[src/rtl/ecc_pkg.sv]
// rtl/ecc_pkg.sv - Hamming(12,8) constants, syndrome helper and scrubber FSM states
package ecc_pkg;

  localparam int CW_WIDTH  = 12;
  localparam int DATA_BITS = 8;

  // Hamming positions are 1-based; codeword bit i holds position i+1
  localparam int PARITY_POS [4] = '{1, 2, 4, 8};
  localparam int DATA_POS   [8] = '{3, 5, 6, 7, 9, 10, 11, 12};

  typedef logic [3:0] syndrome_t;

  typedef enum logic [2:0] {
    S_IDLE,
    S_RD_REQ,
    S_RD_WAIT,
    S_CHECK,
    S_WR_REQ,
    S_WR_WAIT,
    S_NEXT,
    S_DONE
  } state_t;

  // XOR of the position numbers of every set bit
  function automatic syndrome_t hamming_syndrome(input logic [CW_WIDTH-1:0] cw);
    syndrome_t s;
    s = '0;
    for (int i = 0; i < CW_WIDTH; i++) begin
      if (cw[i]) s = s ^ 4'(i + 1);
    end
    return s;
  endfunction

endpackage

[src/rtl/ham_syndrome_chk.sv]
// rtl/ham_syndrome_chk.sv - combinational Hamming(12,8) syndrome and single-bit correction
module ham_syndrome_chk
  import ecc_pkg::*;
(
  input  logic [CW_WIDTH-1:0] cw,
  output syndrome_t           syndrome,
  output logic [CW_WIDTH-1:0] corrected,
  output logic                uncorrectable
);

  // syndromes 13..15 point outside the codeword and cannot be repaired
  always_comb begin
    syndrome      = hamming_syndrome(cw);
    uncorrectable = (syndrome > 4'd12);
    corrected     = cw;
    for (int i = 0; i < CW_WIDTH; i++) begin
      if (syndrome == 4'(i + 1)) corrected[i] = ~cw[i];
    end
  end

endmodule

[src/rtl/ecc_scrubber.sv]
// rtl/ecc_scrubber.sv - background scrubber owning RAM port B over an address range
module ecc_scrubber
  import ecc_pkg::*;
#(
  parameter int ADDR_WIDTH    = 3,
  parameter int DATA_WIDTH    = 12,
  parameter int READ_LATENCY  = 3,
  parameter int WRITE_LATENCY = 3,
  parameter int CNT_WIDTH     = 8
) (
  input  logic                  i_clk,
  input  logic                  i_rst_n,
  input  logic                  i_start,
  input  logic                  i_abort,
  input  logic [ADDR_WIDTH-1:0] i_start_addr,
  input  logic [ADDR_WIDTH-1:0] i_end_addr,
  output logic [ADDR_WIDTH-1:0] o_addr,
  output logic                  o_en,
  output logic                  o_we,
  output logic [DATA_WIDTH-1:0] o_wdata,
  input  logic [DATA_WIDTH-1:0] i_rdata,
  output logic                  o_busy,
  output logic                  o_done,
  output logic [CNT_WIDTH-1:0]  o_corr_cnt,
  output logic [CNT_WIDTH-1:0]  o_uncorr_cnt,
  output logic [ADDR_WIDTH-1:0] o_err_addr
);

  state_t                state, state_n;
  logic [ADDR_WIDTH-1:0] ptr, end_q;
  logic [DATA_WIDTH-1:0] rdata_q, wdata_q;
  logic [7:0]            wait_cnt;
  syndrome_t             syn;
  logic [DATA_WIDTH-1:0] fixed;
  logic                  uncorr;

  ham_syndrome_chk u_chk (
    .cw            (rdata_q),
    .syndrome      (syn),
    .corrected     (fixed),
    .uncorrectable (uncorr)
  );

  // state register; reset withdraws any request strobe immediately
  always_ff @(posedge i_clk or negedge i_rst_n) begin
    if (!i_rst_n) state <= S_IDLE;
    else          state <= state_n;
  end

  // next state and port-B strobes; abort overrides every transition
  always_comb begin
    state_n = state;
    o_en    = 1'b0;
    o_we    = 1'b0;
    o_busy  = (state != S_IDLE);
    o_done  = 1'b0;
    case (state)
      S_IDLE:    if (i_start) state_n = S_RD_REQ;
      S_RD_REQ:  begin o_en = 1'b1; state_n = S_RD_WAIT; end
      S_RD_WAIT: if (wait_cnt == 8'(READ_LATENCY - 1)) state_n = S_CHECK;
      S_CHECK:   state_n = (syn != '0 && !uncorr) ? S_WR_REQ : S_NEXT;
      S_WR_REQ:  begin o_en = 1'b1; o_we = 1'b1; state_n = S_WR_WAIT; end
      S_WR_WAIT: if (wait_cnt == 8'(WRITE_LATENCY - 1)) state_n = S_NEXT;
      S_NEXT:    state_n = (ptr == end_q) ? S_DONE : S_RD_REQ;
      S_DONE:    begin o_done = 1'b1; state_n = S_IDLE; end
      default:   state_n = S_IDLE;
    endcase
    if (i_abort) state_n = S_IDLE;
  end

  // datapath: pointer, captured word, correction, error bookkeeping
  always_ff @(posedge i_clk or negedge i_rst_n) begin
    if (!i_rst_n) begin
      ptr          <= '0;
      end_q        <= '0;
      rdata_q      <= '0;
      wdata_q      <= '0;
      wait_cnt     <= '0;
      o_corr_cnt   <= '0;
      o_uncorr_cnt <= '0;
      o_err_addr   <= '0;
    end else begin
      wait_cnt <= (state_n == state) ? wait_cnt + 8'd1 : 8'd0;
      if (!i_abort) begin
        case (state)
          S_IDLE: if (i_start) begin
            ptr          <= i_start_addr;
            end_q        <= i_end_addr;
            o_corr_cnt   <= '0;
            o_uncorr_cnt <= '0;
          end
          S_RD_WAIT: if (wait_cnt == 8'(READ_LATENCY - 1)) rdata_q <= i_rdata;
          S_CHECK: if (syn != '0) begin
            o_err_addr <= ptr;
            if (uncorr) begin
              if (o_uncorr_cnt != '1) o_uncorr_cnt <= o_uncorr_cnt + 1'b1;
            end else begin
              wdata_q <= fixed;
              if (o_corr_cnt != '1) o_corr_cnt <= o_corr_cnt + 1'b1;
            end
          end
          S_NEXT: if (ptr != end_q) ptr <= ptr + 1'b1;
          default: ;
        endcase
      end
    end
  end

  assign o_addr  = ptr;
  assign o_wdata = wdata_q;

endmodule

[config.mk]
export PLATFORM = sky130hd
export DESIGN_NAME = ecc_scrubber
export DESIGN_NICKNAME = d
export VERILOG_FILES = /design/src/rtl/ecc_pkg.sv /design/src/rtl/ham_syndrome_chk.sv /design/src/rtl/ecc_scrubber.sv
export SDC_FILE = /design/constraint.sdc
export NUM_CORES = 1
export LEC_CHECK = 0
export CAP_MARGIN = 5
export CORE_UTILIZATION = 40
export DETAILED_ROUTE_END_ITERATION = 10
export PLACE_DENSITY = 0.59
export SYNTH_ARGS = -nofsm -noshare
export SYNTH_HDL_FRONTEND = slang
export SYNTH_SLANG_ARGS = --single-unit
export TNS_END_PERCENT = 1
[constraint.sdc]
create_clock -name i_clk -period 2.8 [get_ports i_clk]
set_input_delay 0.28 -clock i_clk [delete_from_list [all_inputs] [get_ports i_clk]]
set_output_delay 0.28 -clock i_clk [all_outputs]
set_load 0.02 [all_outputs]
* Word-level counts from Yosys, hierarchy flattened
Cells that the tools add are included.
Word-level totals: bits in registers 60, output and inout bits 38, input bits 22
Cells by class: muxes and demuxes 47, equality and inequality tests 32, $lt $le $gt $ge 1, reduce and logical (&&, ||, !) cells 15, bitwise gates (word level) 25, $add $sub $neg 4
Operators by type and width (count):
- $mux 8 | 8
- $mux 3 | 11
- $pmux 8 s2 | 2
- $add 8x1->8 const B | 3
- $pmux 3 s8 | 1
- $eq 4x4->1 const B | 5
- $mux 4 | 5
- $eq 4x3->1 const B | 4
- $mux 1 | 16
- $ne 8x8->1 const B | 2
- $ne 2x2->1 const B | 7
- $not 1->1 | 14
- $eq 3x3->1 const B | 4
- $not 2->2 | 6
- $reduce_and 6->1 | 2
- $reduce_and 3->1 | 3
- $eq 4x2->1 const B | 2
- $eq 8x2->1 const B | 1
- $reduce_and 4->1 | 2
- $eq 3x2->1 const B | 2
- $eq 3x3->1 | 2
- $mux 2 | 3
- $not 3->3 | 2
- $pmux 3 s2 | 1
- other kinds (13) | 16

* Depth between registers and ports, before layout
depth in word-level cells 28, mapped depth 8

* Hierarchy
From an unflattened synthesis, not the netlist that was laid out.
Unflattened totals: cell total of the unflattened synthesis 316, area total of the unflattened synthesis 3553.4 µm²
By module, submodules not included:
- ecc_scrubber | seq. area each 1501.4 µm², instances 1, area an instance 3052.9 µm², cells each 274
- ham_syndrome_chk | seq. area each 0.0 µm², instances 1, area an instance 500.5 µm², cells each 42

* Worst setup path after synthesis
No wires, ideal clock.
path type reg-to-reg, start point register state[1], end point register o_corr_cnt[3], data arrival time 2.132 ns, clock period less this slack 2.252 ns, required time 2.680 ns, path slack 0.548 ns, cell stages (with the launch flop) 9, path through dfrtp_1 -> buf_2 -> or3b_1 -> a211o_1 -> buf_2 -> a41oi_2 -> and4_1 -> a211oi_1 -> a31o_2
Between the ends: word-level cells in the longest chain between the ends 3, elaborated cells between the ends (all ways) 9
RTL lines:
- from (decl) | RTL line ecc_scrubber.sv:29 | state_t state, state_n;
- from (signal assigned) | RTL line ecc_scrubber.sv:47 | else state <= state_n;
- $eq 3x2->1 or $logic_not 3->1 (tied branches) | RTL line ecc_scrubber.sv:85 | case (state)
- $ne 2x2->1 (no source line) or $reduce_bool 2->1 (tied branches)
- $reduce_and 6->1 (no source line)
- to (signal assigned) | RTL line ecc_scrubber.sv:99 | if (o_corr_cnt != '1) o_corr_cnt <= o_corr_cnt + 1'b1;
- to (decl) | RTL line ecc_scrubber.sv:24 | output logic [CNT_WIDTH-1:0] o_corr_cnt,
Parallel ways exist; a longest one is shown, timed or not. A chain may end at the register's enable or synchronous reset.

* Worst setup path after layout
start point register rdata_q[8], end point register wdata_q[7] (netlist: o_wdata[7])
Between the ends: word-level cells in the longest chain between the ends 10, elaborated cells between the ends (all ways) 13
RTL lines:
- from (decl) | RTL line ecc_scrubber.sv:31 | logic [DATA_WIDTH-1:0] rdata_q, wdata_q;
- from (signal assigned) | RTL line ecc_scrubber.sv:92 | S_RD_WAIT: if (wait_cnt == 8'(READ_LATENCY - 1)) rdata_q <= i_rdata;
- $mux 4 (*) | RTL line ecc_pkg.sv:29 | if (cw[i]) s = s ^ 4'(i + 1);
- $not 2->2 (no source line)
- $mux 4 (*) | RTL line ecc_pkg.sv:29
- $not 3->3 (no source line)
- $mux 4 (*) | RTL line ecc_pkg.sv:29
- $not 2->2 (no source line)
- $mux 4 (*) | RTL line ecc_pkg.sv:29
- $gt 4x4->1 | RTL line ham_syndrome_chk.sv:14 | uncorrectable = (syndrome > 4'd12);
- $not 1->1 (no source line)
- $reduce_and 4->1 (no source line)
- to (signal assigned) | RTL line ecc_scrubber.sv:98 | wdata_q <= fixed;
- to (decl) | RTL line ecc_scrubber.sv:31
Every way passes the cells marked *; elsewhere a longest branch is shown, timed or not.

==> run metrics <==
filler cell count=~730; H-tree Lvls=3; core area=approximately 8200 um2; overall via count from detail_route=2594; Final Routed Wirelength=~7000 um; clock edge transition at the registers on the reported setup and hold paths=~70 ps; maxcap violations=0; library cells used by synthesis=60; Synth Net Count=~340; Final min period=2480 ps; remaining number of nets flagged by the antenna check after routing=0; Data required, critical path=~3000 ps; GP Congestion=0.808; final hold vios=0; Max Buffers Root-to-Sink=2; static leakage=1.99 nW; Max-slew headroom=0.495; per-instance average area after synthesis=10.8 um2; Port Buf Inserts=59; Syn Inst Count=between 300 and 400; Clock Skew=roughly 12 ps; startpoint kind of the worst setup timing path=register; via/cell ratio=5.26; post-cts sizing count=0; hold buffers post-CTS=0; crit path DAT=about 2700 ps; Detailed Place HPWL=5030 um; setup TNS=0 ps; count of routing violations after the opening detailed-route iteration=61; capture instance of the worst register-to-register path=o_wdata[7]; dominant delay contributor by cell family on the critical path=XOR/XNOR gates; fin nets=~400; clock root buffer=clkbuf_8; Top-Level Pins=60; clock latency on the worst-skew pair=350 ps; number of max-slew violations in the final report=0; total clock buffers created by CTS=9; number of synthesized flops with an enable pin=0; diodes inserted=0; maximum fanout along the worst path=16; proportion of layout cells with a drive suffix above 1=0.193; buffer and inverter count on the worst path=0; initial standard-cell utilization of the core=0.415; Placed Area=4140 um2; critical register-to-register path startpoint=rdata_q[8]; cell with the largest stage delay on the worst path=xnor3_1; proportion of synthesized chip area in sequential cells=0.440; path category of the worst min-delay check=input port to asynchronous set/reset pin; IR Drop Worst-Case VDD=~0.42 mV; setup repair after global routing missed its margin=false; vias in the first global route=around 2500; final std cell area, no fill=approximately 4400 um2; number of core rows=33; global router's overall resource usage=0.178; crit path from=rdata_q[8]; Final Util=0.533; chip width=between 90 and 100 um; most frequently used flop master after synthesis=dfrtp_1; status=completed; pin count of the biggest net entering global routing=between 60 and 70; Mapped Area=3410 um2; total of flip-flops plus latches after synthesis=60; count of endpoints failing setup in the final report=0; most frequent standard cell in the layout excluding fill and tap cells=dfrtp_1; Pwr per Cell Area=roughly 640 nW/um2; number of clock sinks=60; highest-count cells in the layout ignoring fill and taps=60 x dfrtp_1, 58 x clkdlybuf4s50_1, 26 x mux2_2, 23 x xnor2_1, 23 x nor2_1; async set or reset register ratio after synthesis=1.00; clock tree from TritonCTS=built; measured slew at the worst slew-check pin=757 ps; critical setup path kind=register to register; reg-to-reg slack, setup=roughly 320 ps; average wire per cell in the routed design=between 10 and 15 um; total DRC errors in the routed layout=0; Die Outline Area=approximately 8900 um2; floorplan die height=~94 um; crit share post-route=0.885; number of buffers inserted by post-CTS setup repair=0; total number of cells along the worst setup path=5; first-pass iteration count of the detailed router=4; Max Freq=between 400 and 500 MHz; Yosys warning total=0; cell chain of the critical path=xnor2_2 -> xnor3_1 -> nand4_1 -> nand3_2 -> mux2_4; Area Overhead vs Synth=28.2%; worst reg-to-reg path cell count=5; Critical Path Sink Type=register; Crit path largest cell delay=~540 ps; overall overflow remaining after global route=0; global-route wire length before repair=12100 um; number of antenna violations at the first check in global routing=0
## report_power, final
part	total [W]	leakage [nW]	internal [W]	switching (W)
clock network	0.000915	0.116	0.000574	0.000341
registers	0.00101	0.819	0.000932	0.0000806
logic	0.000886	1.06	0.000424	0.000462
## through the flow
step           setup WS (ps)  hold slack [ps]  power (W)  instances
5_1_grt                  128              173    0.00300        493
4_1_cts                  284              112    0.00285        493
2_1_floorplan            548            -15.6    0.00171        315
3_5_place_dp             262              474    0.00192        477
6_report                 323             96.9    0.00281        493
3_3_place_gp             279              473    0.00191        477
## synthesized netlist by cell type (all sizes together), types with 6 or more instances
| library cell | count | share of area |
|---|---|---|
| a31oi | 8 | 0.015 |
| inv | 6 | 0.0066 |
| o21ai | 17 | 0.025 |
| nor2 | 24 | 0.027 |
| mux2 | 28 | 0.095 |
| xnor2 | 25 | 0.069 |
| nand4 | 6 | 0.011 |
| nand3 | 17 | 0.028 |
| and3 | 11 | 0.021 |
| nand2 | 22 | 0.024 |
| or3 | 6 | 0.011 |
| dfrtp | 60 | 0.44 |
| buf | 6 | 0.010 |
| a21oi | 14 | 0.022 |
## cell type report
cell class,count,area (um2),area share
Multi-Input combinational cell,239,1840,0.420
Sequential cell,60,1500,0.343
Timing Repair Buffer,67,646,0.148
Clock buffer,13,169,0.0386
Tap cell,105,131,0.0300
Clock inverter,3,67.6,0.0154
Inverter,6,22.5,0.00515
## logic make-up (layout without fill, tap and decap cells)
kind of cell,count (synthesis),count (layout),share of synthesized area
XOR/XNOR,38,38,0.139
multiplexers,29,29,0.0975
adder cells (fa/ha/maj),5,5,0.0183
AO/OA/AOI/OAI,59,59,0.118
buffers and inverters,16,89,0.0213
flip-flops,60,60,0.440
AND/OR/NAND/NOR,108,108,0.166
## flip-flops by register name, summed over array words and instances, names as in the netlist
name / count
rdata_q: 12
o_uncorr_cnt: 8
o_wdata: 12
o_corr_cnt: 8
wait_cnt: 8
end_q: 3
o_addr: 3
o_err_addr: 3
state: 3
## metal layers
| layer | track usage | vias to the layer above | wire length, um |
|---|---|---|---|
| li1 | - | 1275 | - |
| met1 | 0.238 | 1257 | 3350 |
| met2 | 0.274 | 52 | 3250 |
| met3 | 0.0451 | 10 | 299 |
| met4 | 0.0731 | 0 | 100 |
| met5 | 0 | - | 0 |
## worst max-delay path by stage
stage / endpoint / slack, ps
final: o_wdata[7] / 320
after detailed placement: o_corr_cnt[3] / 260
after CTS: o_wdata[7] / 280
after floorplan: o_corr_cnt[3] / 550
after global placement: o_wdata[7] / 280
after global routing: o_wdata[7] / 130
No activity file was read; power rests on OpenSTA's default activity.
